[src/rtl/mul_sequencer.sv]
// mul_sequencer: walks the fixed T0..T6 control steps for one `mul Rb, Rc`
// instruction, producing one-hot bus source selects and register load
// enables. All outputs are decoded from registered state (Moore style).
module mul_sequencer #(
  parameter logic [4:0] MUL_OPCODE = 5'b01111,
  parameter int         NUM_GPR    = 16
) (
  input  logic               clk,
  input  logic               clr,
  input  logic               start,
  input  logic [31:0]        ir,
  input  logic               mem_rdy,
  output logic               busy,
  output logic               done,
  output logic               err,
  output logic [NUM_GPR-1:0] R_out,
  output logic [NUM_GPR-1:0] R_in,
  output logic               PCout,
  output logic               ZLowOut,
  output logic               ZHighOut,
  output logic               MDRout,
  output logic               HIout,
  output logic               LOout,
  output logic               InPortOut,
  output logic               Cout,
  output logic               PCin,
  output logic               IRin,
  output logic               MARin,
  output logic               MDRin,
  output logic               Yin,
  output logic               Zin,
  output logic               HIin,
  output logic               LOin,
  output logic               IncPC,
  output logic               Read,
  output logic               Mul
);

  typedef enum logic [3:0] {
    IDLE, T0, T1, T2, T3, T4, T5, T6, DONE
  } state_t;

  state_t state, state_next;
  logic   err_q, err_next;

  logic [4:0] opcode;
  logic [3:0] rb_idx;
  logic [3:0] rc_idx;
  logic       unused_ir_bits;

  assign opcode         = ir[31:27];
  assign rb_idx         = ir[22:19];
  assign rc_idx         = ir[18:15];
  assign unused_ir_bits = ^{ir[26:23], ir[14:0]};

  // Indices at or beyond NUM_GPR select nothing rather than wrapping.
  function automatic logic [NUM_GPR-1:0] gpr_select(input logic [3:0] idx);
    gpr_select = '0;
    for (int i = 0; i < NUM_GPR; i++) begin
      if (int'(idx) == i) gpr_select[i] = 1'b1;
    end
  endfunction

  // Sources this block never drives onto the bus, and GPRs it never loads.
  assign R_in      = '0;
  assign HIout     = 1'b0;
  assign LOout     = 1'b0;
  assign InPortOut = 1'b0;
  assign Cout      = 1'b0;

  // State register plus the one-cycle error flag that follows a bad opcode.
  always_ff @(posedge clk) begin
    if (clr) begin
      state <= IDLE;
      err_q <= 1'b0;
    end else begin
      state <= state_next;
      err_q <= err_next;
    end
  end

  // Next-state and control-step decode; every output defaults to inactive.
  always_comb begin
    state_next = state;
    err_next   = 1'b0;
    busy       = 1'b0;
    done       = 1'b0;
    err        = err_q;
    R_out      = '0;
    PCout      = 1'b0;
    ZLowOut    = 1'b0;
    ZHighOut   = 1'b0;
    MDRout     = 1'b0;
    PCin       = 1'b0;
    IRin       = 1'b0;
    MARin      = 1'b0;
    MDRin      = 1'b0;
    Yin        = 1'b0;
    Zin        = 1'b0;
    HIin       = 1'b0;
    LOin       = 1'b0;
    IncPC      = 1'b0;
    Read       = 1'b0;
    Mul        = 1'b0;

    case (state)
      IDLE: begin
        if (start && !err_q) state_next = T0;
      end
      T0: begin
        busy       = 1'b1;
        PCout      = 1'b1;
        MARin      = 1'b1;
        IncPC      = 1'b1;
        Zin        = 1'b1;
        state_next = T1;
      end
      T1: begin
        busy    = 1'b1;
        ZLowOut = 1'b1;
        PCin    = 1'b1;
        Read    = 1'b1;
        MDRin   = 1'b1;
        if (mem_rdy) state_next = T2;
      end
      T2: begin
        busy       = 1'b1;
        MDRout     = 1'b1;
        IRin       = 1'b1;
        state_next = T3;
      end
      T3: begin
        busy = 1'b1;
        if (opcode == MUL_OPCODE) begin
          R_out      = gpr_select(rb_idx);
          Yin        = 1'b1;
          state_next = T4;
        end else begin
          err_next   = 1'b1;
          state_next = IDLE;
        end
      end
      T4: begin
        busy       = 1'b1;
        R_out      = gpr_select(rc_idx);
        Mul        = 1'b1;
        Zin        = 1'b1;
        state_next = T5;
      end
      T5: begin
        busy       = 1'b1;
        ZLowOut    = 1'b1;
        LOin       = 1'b1;
        state_next = T6;
      end
      T6: begin
        busy       = 1'b1;
        ZHighOut   = 1'b1;
        HIin       = 1'b1;
        state_next = DONE;
      end
      DONE: begin
        done       = 1'b1;
        state_next = start ? T0 : IDLE;
      end
      default: begin
        state_next = IDLE;
      end
    endcase
  end

endmodule

[config.mk]
export PLATFORM = sky130hd
export DESIGN_NAME = mul_sequencer
export DESIGN_NICKNAME = d
export VERILOG_FILES = /design/src/rtl/mul_sequencer.sv
export SDC_FILE = /design/constraint.sdc
export NUM_CORES = 1
export LEC_CHECK = 0
export CAP_MARGIN = 20
export CORE_MARGIN = 2
export CORE_UTILIZATION = 28
export CTS_CLUSTER_SIZE = 25
export DETAILED_ROUTE_END_ITERATION = 6
export HOLD_SLACK_MARGIN = 0.03
export PLACE_DENSITY = 0.78
export SLEW_MARGIN = 20
export SYNTH_ARGS = -nofsm -noshare
export SYNTH_HDL_FRONTEND = slang
export SYNTH_SLANG_ARGS = --single-unit
[constraint.sdc]
create_clock -name clk -period 2 [get_ports clk]
set_input_delay 0.6 -clock clk [delete_from_list [all_inputs] [get_ports clk]]
set_output_delay 0.6 -clock clk [all_outputs]
set_load 0.02 [all_outputs]
# After elaboration in Yosys (flattened, before gate mapping)
# Index checks and enable logic that the tools add are counted.
[word_totals] register_bits=5 latchBits=0 ram_bits=0 romBits=0 input_bits=36 word_cells=106 mem_count=0
[op_classes] add_sub_neg=0 n_mul=0 div=0 n_lt_le_gt_ge=0 eq_ne=41 shifts=0 mux=52 bitwise_logic=1 reduce_logical=10
[op_table] operator="equality test 4 bit (second input constant)" count=17
[op_table] operator="equality test 4 x 3 -> 1 bit (second input constant)" count=12
[op_table] operator="two-way mux 1 bit" count=46
[op_table] operator="case mux 4 bit (9 select lines)" count=1
[op_table] operator="case mux 16 bit (2 select lines)" count=1
[op_table] operator="equality test 4 x 2 -> 1 bit (second input constant)" count=6
[op_table] operator="two-way mux 16 bit" count=1
[op_table] operator="equality test 4 x 1 -> 1 bit (second input constant)" count=3
[op_table] operator="logical NOT 4 bit" count=3
[op_table] operator="two-way mux 4 bit" count=2
[op_table] operator="OR reduction 7 bit" count=1
[op_table] operator="OR reduction 2 bit" count=3
[op_table] operator="equality test 5 x 4 -> 1 bit (second input constant)" count=1
[op_table] operator="!= test 2 bit (second input constant)" count=2
[op_table] operator="two-way mux 3 bit" count=1
[op_table] operator="AND reduction 2 bit" count=1
[op_table] operator="logical AND 1 bit" count=1
[op_table] operator="logical NOT 1 bit" count=1
[op_table] operator="inverter 1 bit" count=1

# Logic depth before layout (Yosys ltp)
# Gate-level depths: netlist of run 1.
[logic_depth] depth_word=4 ltp_mapped=5

# Worst setup path after synthesis of run 1
# OpenSTA, ideal clock, no wires.
[synth_path] path_kind="flip-flop to output port" from="reg state[3]" to="out R_out[8]" arrival_time_ns=1.704 setup_slack_ns=-0.304 path_stages_with_launch=5 path_cell_list="dfxtp_1 buf_2 and4bb_1 or3b_1 o22ai_1"
[synth_via] elab_chain_cells=2 word_cells_on_any_way=3 cone_classes="eq/ne (2); mux (1)"
[synth_rtl] element="from (decl)" line="43" source="state_t state, state_next;"
[synth_rtl] element="from (signal assigned)" line="77" source="state <= state_next;"
[synth_rtl] element="equality test 4 x 3 -> 1 bit" line="106" source="case (state)"
[synth_rtl] element="case mux 16 bit (2 select lines) *" line="106"
[synth_rtl] element="to (decl)" line="16" source="output logic [NUM_GPR-1:0] R_out,"
# Every way passes the cells marked *; elsewhere a longest branch is shown, timed or not.

# Worst setup path after layout of run 1
[layout_path] from="reg state[1]" to="out R_out[10]"
# Same word-level chain as after synthesis.

==> metrics, run 1 <==
PnR worst setup slack -0.2877 ns; number of warnings printed during yosys synthesis 0; Yosys reg bits 5; Worst path slowest cell nor4b_4; half-perimeter wire length of the detailed placement result 2079 um; Most Frequent Cell on Critical Path buf_4; fraction of synthesis flops using an asynchronous set or reset pin 0%; count of routing violations after the opening detailed-route iteration 30; worst ir drop on vdd 0.4007 mV; leakage dissipation 0.6775 nW; num ports 90; crit start category register; Setup Crit Path Kind reg2out; wire per inst 13.34 um; part of the cycle the worst path needs 114.4%; # nets final ~220; TritonCTS clock tree yes; count of flip-flops with a built-in enable after synthesis 0; number of buffers inserted during clock tree synthesis 3; die area between 3000 and 4000 um^2; latest clock arrival within the worst-skew pair 0.24 ns; combinational family with the most area after synthesis simple AND/OR/NAND/NOR gates; global-route wire length before repair 4436 um; part of the Yosys area used for sequential elements 12.35%; fraction of power spent switching nets 46.07%; skew final 0.003991 ns; count of unique library cells instantiated by Yosys 31; count of antenna diodes in the layout 0; clock transition at the register clock pins on the worst setup and hold paths after CTS 0.05 ns; number of antenna violations at the first check in global routing 0; wire length after detailed routing 2842 um; timing startpoint of the critical path state[1]; worst setup slack for register-to-register paths 0.44 ns; Slew Limit Fails 0; Min Hold Slack 0.4649 ns; gr usage total around 17%; area grow syn2layout 96.14%; gate count after technology mapping 117; class of the worst hold path reg2reg; Initial DRT Pass Iterations 5; maximum level of the CTS H-tree 1; pwr dens approximately 440 nW/um^2; mux cell area share after synthesis 0%; xor/xnor cell area share of the yosys netlist 1.080%; length in cells of the worst reg-to-reg path 6; post-layout util 57.67%; post-synth top area share 24.07%; critical path capture point type primary output; hold violation count in the final report 0; final non-filler cell total 213; core outline area 2758 um^2; hold-fix buffer count after cts 0; maximum capacitance violations 0; PortBufs 50; proportion of power drawn by combinational gates 65.1%; compound-cell area share of the yosys netlist 20.06%; basic-gate share of the synthesized area counting and, or, nand and nor cells 36.27%; number of global-route vias before repair 1002; number of nets still failing antenna checks after routing 0; post-synthesis cell type with the largest combined area buf_4; timing-limited maximum frequency about 0.44 GHz; top_reg_cell synth dfxtp_1; adder-cell area share of the yosys netlist 0%; internal portion of total power 378.1 uW; library cell used as clock root buffer clkbuf_4; GP Congestion 0.7834; setup repair after global routing missed its margin true; most used standard cell by instance count after synthesis buf_4; outcome complete, but fails checks; start of the worst register-to-register path state[1]; Clock power frac 16.6%; largest fanout on the critical path 9; share of layout cells above drive strength 1 54.40%; remaining global-route overflow 0; min Tclk post-route between 2 and 2.5 ns; Total Neg Setup Slack -4.168 ns; Row Count 19; largest net degree at the start of global routing 11; Cell Count Post-Placement 202; via count 1060; total standard cell area after synthesis 810.8 um^2; reg2reg end state[0]; data arrival time of the critical path 1.69 ns; required time of the worst setup path 1.40 ns; remaining design rule violation count 0; Sink Count 5; Critical Path, Cell by Cell nor4b_4 -> buf_4 -> nand3_2 -> buf_6 -> o22ai_1 -> buf_4; Slowest Stage Delay on Critical Path 0.35 ns; floorplan die height 57.81 um; worst-case setup slack after placement -1.147 ns; initial standard-cell utilization of the core 29.40%; top cell types by occurrence after synthesis 26 x buf_4, 11 x o22ai_1, 8 x nand2_1; mean post-synth cell area 6.930 um^2; Psw approximately 320 uW; sequential group share of total power 18.3%; failing checks negative setup slack; number of vias per cell 4.977; biggest area contributors in the synthesized netlist buf_4 24%, dfxtp_1 12%, o22ai_1 8.5%; final setup fails 17; Die X-Extent 57.81 um; Critical Path Sink R_out[10]; number of buffers between clock root and the deepest sink 2
-- cell families after synthesis --
| logic type | count (synthesis) |
|---|---|
| AO/OA/AOI/OAI | 23 |
| XOR/XNOR | 1 |
| buffers and inverters | 37 |
| flip-flops | 5 |
| other | 1 |
| AND/OR/NAND/NOR | 50 |
-- cells in the final DEF, fill, tap and decap left out, types with 2 or more instances in the layout --
cell type         n
buf_6            17
a211oi_1          2
o22ai_4           3
clkdlybuf4s15_2   3
nand2_1           7
and2_1            3
nor2b_1           4
o22ai_2           6
inv_1             3
o32ai_2           2
o32ai_4           3
nand3_1           3
a21oi_1           2
nand3b_1          2
o22ai_1           2
nor2_2            3
conb_1           20
nor2_1            4
clkdlybuf4s50_1   4
clkbuf_4          3
dfxtp_2           2
dlygate4sd2_1     9
clkbuf_2          2
dfxtp_1           3
nand4_1           3
nand3_2           2
buf_4            30
nand2b_1          4
buf_2             9
-- critical path: cells and delay by family (launching register included) --
family | cells | cell delay, ns
buffers and inverters | 3 | 0.53
DFF | 1 | 0.33
AOI/OAI and AO/OA | 1 | 0.13
and+or+nand+nor | 2 | 0.46
-- worst min-delay path by stage --
stage | cells after the start | from | slack (ns) | endpoint
finish | 1 | state[3] | 0.46 | state[1]
CTS | 1 | state[3] | 0.47 | state[1]
detailed placement | 1 | state[3] | 0.49 | state[1]
global placement | 1 | state[3] | 0.47 | state[1]
floorplan | 3 | state[0] | 0.54 | err
global route | 1 | state[3] | 0.48 | state[1]
-- stage by stage --
stage	total power, mW	area [um^2]
after floorplan	0.4492	991.0
after global placement	0.5767	1431
after detailed placement	0.5860	1431
after CTS	0.6844	1568
after global routing	0.7414	1590
final	0.7010	1590
-- layout make-up --
cell class                      instances  area [um^2]
Inverter                                4        15.01
Timing Repair Buffer                   75        634.4
Multi-Input combinational cell         94        773.2
Sequential cell                         5        102.6
Tap cell                               31        38.79
Clock buffer                            4        26.28
Fill cell                             251         1167
-- registers in the layout (all words and copies together) (netlist names) --
name and cells:
err 1, state 4
-- power by group through the flow --
| stage | Sequential (mW) | Clock [mW] | Combinational (mW) |
|---|---|---|---|
| after floorplan | 0.121 | 0 | 0.328 |
| after global placement | 0.124 | 0 | 0.452 |
| after detailed placement | 0.125 | 0 | 0.461 |
| after CTS | 0.128 | 0.121 | 0.435 |
| after global routing | 0.130 | 0.124 | 0.487 |
| final | 0.128 | 0.117 | 0.456 |
-- metal layers --
layer / vias to the layer above / part of all wire, % / GRT usage, %
met4: 0 / 0.60 / 6.645
li1: 510 / - / -
met5: - / 0 / 0
met2: 49 / 53 / 30.84
met3: 2 / 9.0 / 3.125
met1: 499 / 38 / 18.70
-- timing repair --
action / in CTS / in global routing
gates resized for setup: 200 / 13
hold endpoints to repair: 0 / 0
buffers inserted: 7 / 0
setup endpoints to repair: 33 / 27
pin swaps: 15 / 1
Note: power is estimated with default switching activity, not from simulation.
==> inputs of run 2 (changes only) <==
--- a/config.mk
+++ b/config.mk
@@ -5,13 +5,14 @@
 export SDC_FILE = /design/constraint.sdc
 export NUM_CORES = 1
 export LEC_CHECK = 0
-export CAP_MARGIN = 20
+export CAP_MARGIN = 0
 export CORE_MARGIN = 2
 export CORE_UTILIZATION = 28
 export CTS_CLUSTER_SIZE = 25
 export DETAILED_ROUTE_END_ITERATION = 6
 export HOLD_SLACK_MARGIN = 0.03
 export PLACE_DENSITY = 0.78
+export RECOVER_POWER = 50
 export SLEW_MARGIN = 20
 export SYNTH_ARGS = -nofsm -noshare
 export SYNTH_HDL_FRONTEND = slang
==> run 2 against run 1 <==
Against the previous run: the flow still finishes with violations (negative setup slack); cell area did not move; utilization did not move; first-iteration DRC count did not move.
==> metrics, run 2 (same netlist as run 1, synthesis figures left out) <==
critical path capture point type primary output; cell area reported after detailed placement between 1000 and 1500 um^2; Slowest Stage Delay on Critical Path between 0.3 and 0.4 ns; GP Congestion 0.7834; class of the worst hold path reg2reg; share of layout cells above drive strength 1 between 50 and 60%; Most Frequent Cell on Critical Path buf_4; TritonCTS clock tree yes; latest clock arrival within the worst-skew pair ~0.24 ns; Sink Count 5; num ports 90; number of vias per cell 4.977; remaining design rule violation count 0; Psw roughly 320 uW; clock transition at the register clock pins on the worst setup and hold paths after CTS 0.05 ns; number of global-route vias before repair 1002; Setup Crit Path Kind reg2out; family of cells with the greatest summed delay on the critical path buffers and inverters; number of buffers inserted during clock tree synthesis 3; proportion of power drawn by combinational gates 65.1%; Die X-Extent between 50 and 60 um; min Tclk post-route ~2.3 ns; Slew Limit Fails 0; failing checks negative setup slack; area grow syn2layout 96.14%; number of buffers between clock root and the deepest sink 2; count of routing violations after the opening detailed-route iteration 30; most frequent cells in the layout 30 x buf_4, 20 x conb_1, 17 x buf_6; internal portion of total power 377.7 uW; skew final 0.003991 ns; library cell used as clock root buffer clkbuf_4; Critical Path, Cell by Cell nor4b_4 -> buf_4 -> nand3_2 -> buf_6 -> o22ai_1 -> buf_4; PortBufs 50; largest net degree at the start of global routing 11; gr usage total ~17%; Row Count 19; hold violation count in the final report 0; Initial DRT Pass Iterations 5; setup repair after global routing missed its margin true; final setup fails 17; worst ir drop on vdd roughly 0.4 mV; pwr dens between 400 and 500 nW/um^2; count of antenna diodes in the layout 0; outcome complete, but fails checks; wire length after detailed routing 2841 um; maximum level of the CTS H-tree 1; floorplan die height just under 60 um; die area 3342 um^2; leakage dissipation 0.6778 nW; data arrival time of the critical path ~1.7 ns; max reg flops 4; crit start category register; remaining global-route overflow 0; half-perimeter wire length of the detailed placement result 2079 um; sequential group share of total power between 10% and 20%; timing-limited maximum frequency 0.4371 GHz; register ranked first by flip-flop count state; global-route wire length before repair 4436 um; PnR worst setup slack -0.2877 ns; number of nets still failing antenna checks after routing 0; maximum capacitance violations 0; post-route design area 1590 um^2; Clock power frac 16.7%; largest fanout on the critical path 9; Buffers & Inverters on Critical Path 3; most common library cell in the layout ignoring fill and taps buf_4; via count 1060; number of antenna violations at the first check in global routing 0; part of the cycle the worst path needs 114.4%; worst-case setup slack after placement -1.147 ns; required time of the worst setup path 1.40 ns; core outline area between 2000 and 3000 um^2; fraction of power spent switching nets 46.10%; Worst path slowest cell nor4b_4; # nets final 219; wire per inst 13.34 um; initial standard-cell utilization of the core 29.40%
-- run 2: final timing paths --
| kind | from | to | slack, ns | cells past startpoint |
|---|---|---|---|---|
| max | state[1] | R_out[10] | -0.29 | 6 |
| min | state[3] | state[1] | 0.46 | 1 |
| max reg2reg | state[1] | state[0] | 0.44 | 6 |
| min reg2reg | state[3] | state[1] | 0.46 | 1 |
-- run 2: metal layers --
metal	share of wire, %	global-route usage, %	wire length, um	vias to the layer above
met1	38	18.70	1067	499
met3	9.0	3.125	256	2
met2	53	30.84	1500	49
li1	-	-	-	510
met5	0	0	0	-
met4	0.60	6.645	17	0
-- run 2: worst register-to-register path, cell delays in order, from the launching register on --
cell      delay [ns]
dfxtp_2         0.33
nor4b_4         0.35
buf_4           0.18
nand3_2         0.11
buf_6           0.18
buf_4           0.13
a211oi_1        0.18
-- run 2: layout make-up --
cell class                      instances  area [um^2]
Timing Repair Buffer                   75        634.4
Multi-Input combinational cell         94        773.2
Sequential cell                         5        102.6
Tap cell                               31        38.79
Clock buffer                            4        26.28
Fill cell                             251         1167
Inverter                                4        15.01
-- run 2: metrics by stage --
| stage | setup TNS (ns) | instances | hold slack (ns) | power [mW] | util (%) |
|---|---|---|---|---|---|
| finish | -4.168 | 213 | 0.4649 | 0.7006 | 57.67 |
| global route | -5.351 | 213 | 0.4829 | 0.7410 | 57.67 |
| CTS | -3.960 | 213 | 0.4660 | 0.6844 | 56.85 |
| detailed placement | -19.27 | 202 | 0.4859 | 0.5860 | 51.91 |
| global placement | -18.10 | 202 | 0.4733 | 0.5767 | 51.91 |
| floorplan | -1.694 | 136 | 0.5405 | 0.4492 | - |
-- run 2: power by group through the flow --
stage / Combinational, mW / Sequential [mW] / Clock [mW]
after floorplan: 0.328 / 0.121 / 0
after global placement: 0.452 / 0.124 / 0
after detailed placement: 0.461 / 0.125 / 0
after CTS: 0.435 / 0.128 / 0.121
after global routing: 0.486 / 0.130 / 0.124
final: 0.456 / 0.128 / 0.117
-- run 2: repair_timing --
item | CTS | global route
pin swaps | 15 | 1
hold buffers | 0 | 0
resized for setup | 200 | 13
endpoints found under the setup margin | 33 | 27
setup buffers | 7 | 0
==> inputs of run 3 (changes only) <==
--- a/config.mk
+++ b/config.mk
@@ -6,8 +6,10 @@
 export NUM_CORES = 1
 export LEC_CHECK = 0
 export CAP_MARGIN = 0
+export CORE_ASPECT_RATIO = 0.6
 export CORE_MARGIN = 2
 export CORE_UTILIZATION = 28
+export CTS_BUF_LIST = sky130_fd_sc_hd__clkbuf_8
 export CTS_CLUSTER_SIZE = 25
 export DETAILED_ROUTE_END_ITERATION = 6
 export HOLD_SLACK_MARGIN = 0.03
==> run 3 against run 2 <==
Against the previous run: the run still ends with negative setup slack left; combinational power up 4.6%; fmax is 0.13% higher; hold slack better by 0.14 ns; worst setup slack better by 0.0031 ns; clock power grew 64%; first-iteration DRC count fell by 6.7%; critical path depth unchanged; utilization fell by 1.0 points; flip-flop and latch count is the same; die area rose by 0.42%; via count rose by 2.6%; clock skew fell by 0.0020 ns; largest cell class unchanged; largest power group unchanged.
==> metrics, run 3 (same netlist as run 1, synthesis figures left out) <==
outcome complete, but fails checks; failing checks negative setup slack; remaining global-route overflow 0; initial standard-cell utilization of the core 28.80%; count of routing violations after the opening detailed-route iteration 28; Row Count 15; largest fanout on the critical path 4; share of layout cells above drive strength 1 53.48%; most frequent cells in the layout 34 x buf_4, 20 x conb_1, 17 x buf_6; Min Hold Slack about 0.6 ns; Slowest Stage Delay on Critical Path ~0.30 ns; Critical Path, Cell by Cell buf_6 -> and4b_2 -> nand4_1 -> buf_4 -> o32ai_4 -> buf_6; crit start category input pin; Slew Limit Fails 0; part of the cycle the worst path needs 114.2%; PortBufs 50; latest clock arrival within the worst-skew pair 0.23 ns; number of vias per cell 4.923; total area of sequential cells just over 100 um^2; num ports 90; class of the worst hold path reg2reg; count of antenna diodes in the layout 0; start of the worst register-to-register path state[1]; leakage dissipation 0.7072 nW; GP Congestion 0.9614; Worst path slowest cell and4b_2; library cell used as clock root buffer clkbuf_8; PnR worst setup slack -0.2846 ns; Die X-Extent 73.47 um; pwr dens between 400 and 500 nW/um^2; remaining design rule violation count 0; maximum level of the CTS H-tree 1; max reg flops 4; hold violation count in the final report 0; setup repair after global routing missed its margin true; min Tclk post-route 2.285 ns; critical path capture point type primary output; PnR Total Power roughly 790 uW; largest net degree at the start of global routing 11; worst ir drop on vdd 0.2584 mV; Hold Path Origin state[3]; wire length after detailed routing 3219 um; wire per inst 14.57 um; most common library cell in the layout ignoring fill and taps buf_4; number of buffers between clock root and the deepest sink 2; core outline area 2815 um^2; final setup fails 17; number of nets still failing antenna checks after routing 0; register ranked first by flip-flop count state; Most Frequent Cell on Critical Path buf_6; half-perimeter wire length of the detailed placement result 2312 um; family of cells with the greatest summed delay on the critical path simple AND/OR/NAND/NOR gates; maximum capacitance violations 0; required time of the worst setup path 1.40 ns; Buffers & Inverters on Critical Path 3; floorplan die height 45.68 um; via count ~1100; area grow syn2layout 96.76%; number of antenna violations at the first check in global routing 0; number of cells on the critical path 6; Setup Crit Path Kind in2out; timing-limited maximum frequency 0.4377 GHz; skew final 0.001962 ns; # nets final roughly 220; gr usage total approximately a fifth; Initial DRT Pass Iterations 4; timing startpoint of the critical path ir[31]; length in cells of the worst reg-to-reg path 6; clock transition at the register clock pins on the worst setup and hold paths after CTS 0.04 ns; global-route wire length before repair 4823 um; TritonCTS clock tree yes; filler cell count in the final layout approximately 260; die area 3356 um^2; multi-input combinational cell area about 740 um^2; data arrival time of the critical path 1.68 ns; worst hold path stage count 2; number of global-route vias before repair 991; Sink Count 5; number of buffers inserted during clock tree synthesis 3
## run 3: report_power, final
part,internal (mW),switching (mW),leakage (nW)
clock network,0.134,0.0577,0.0255
logic,0.198,0.280,0.640
registers,0.114,0.0105,0.0416
total,0.446,0.348,0.707
## run 3: routing by layer
metal | vias to the layer above | GRT usage, % | routed length, um
met3 | 4 | 4.646 | 154
met5 | - | 0 | 0
li1 | 519 | - | -
met1 | 533 | 24.87 | 1431
met4 | 0 | 4.364 | 27
met2 | 32 | 33.39 | 1606
## run 3: stage by stage
step | std cells | TNS [ns] | worst slack, ns | utilization, % | instance area, um^2
2_1_floorplan | 136 | -1.694 | -0.1445 | - | 991.0
3_3_place_gp | 207 | -17.85 | -1.084 | 51.51 | 1450
3_5_place_dp | 207 | -18.91 | -1.141 | 51.51 | 1450
4_1_cts | 220 | -3.847 | -0.3110 | 57.07 | 1607
5_1_grt | 221 | -4.920 | -0.3580 | 56.67 | 1595
6_report | 221 | -4.158 | -0.2846 | 56.67 | 1595
## run 3: final cells by class
cell class | instances | share of cell area (%)
clock inverter | 1 | 0.3137
sequential | 5 | 6.431
inverter | 4 | 0.9412
multi-input combinational | 94 | 46.43
clock buffer | 3 | 2.588
timing repair buffer | 80 | 40.63
tap | 34 | 2.667
## run 3: tightest hold or removal path, stage by stage, from the launching register on
cell,delay [ns]
dfxtp_2,0.35
buf_6,0.15
nor3b_1,0.06
## run 3: worst paths after layout
| path | endpoint | slack [ns] |
|---|---|---|
| worst max-delay path | R_out[4] | -0.28 |
| worst min-delay path | state[1] | 0.61 |
| worst max register to register | state[2] | 0.50 |
| worst min register to register | state[1] | 0.61 |
## run 3: what timing repair did
item	4_1_cts	5_1_grt
hold buffers	0	0
resized for setup	186	24
setup buffers	8	1
gates cloned	1	0
pin swaps	18	4
endpoints found under the setup margin	33	32
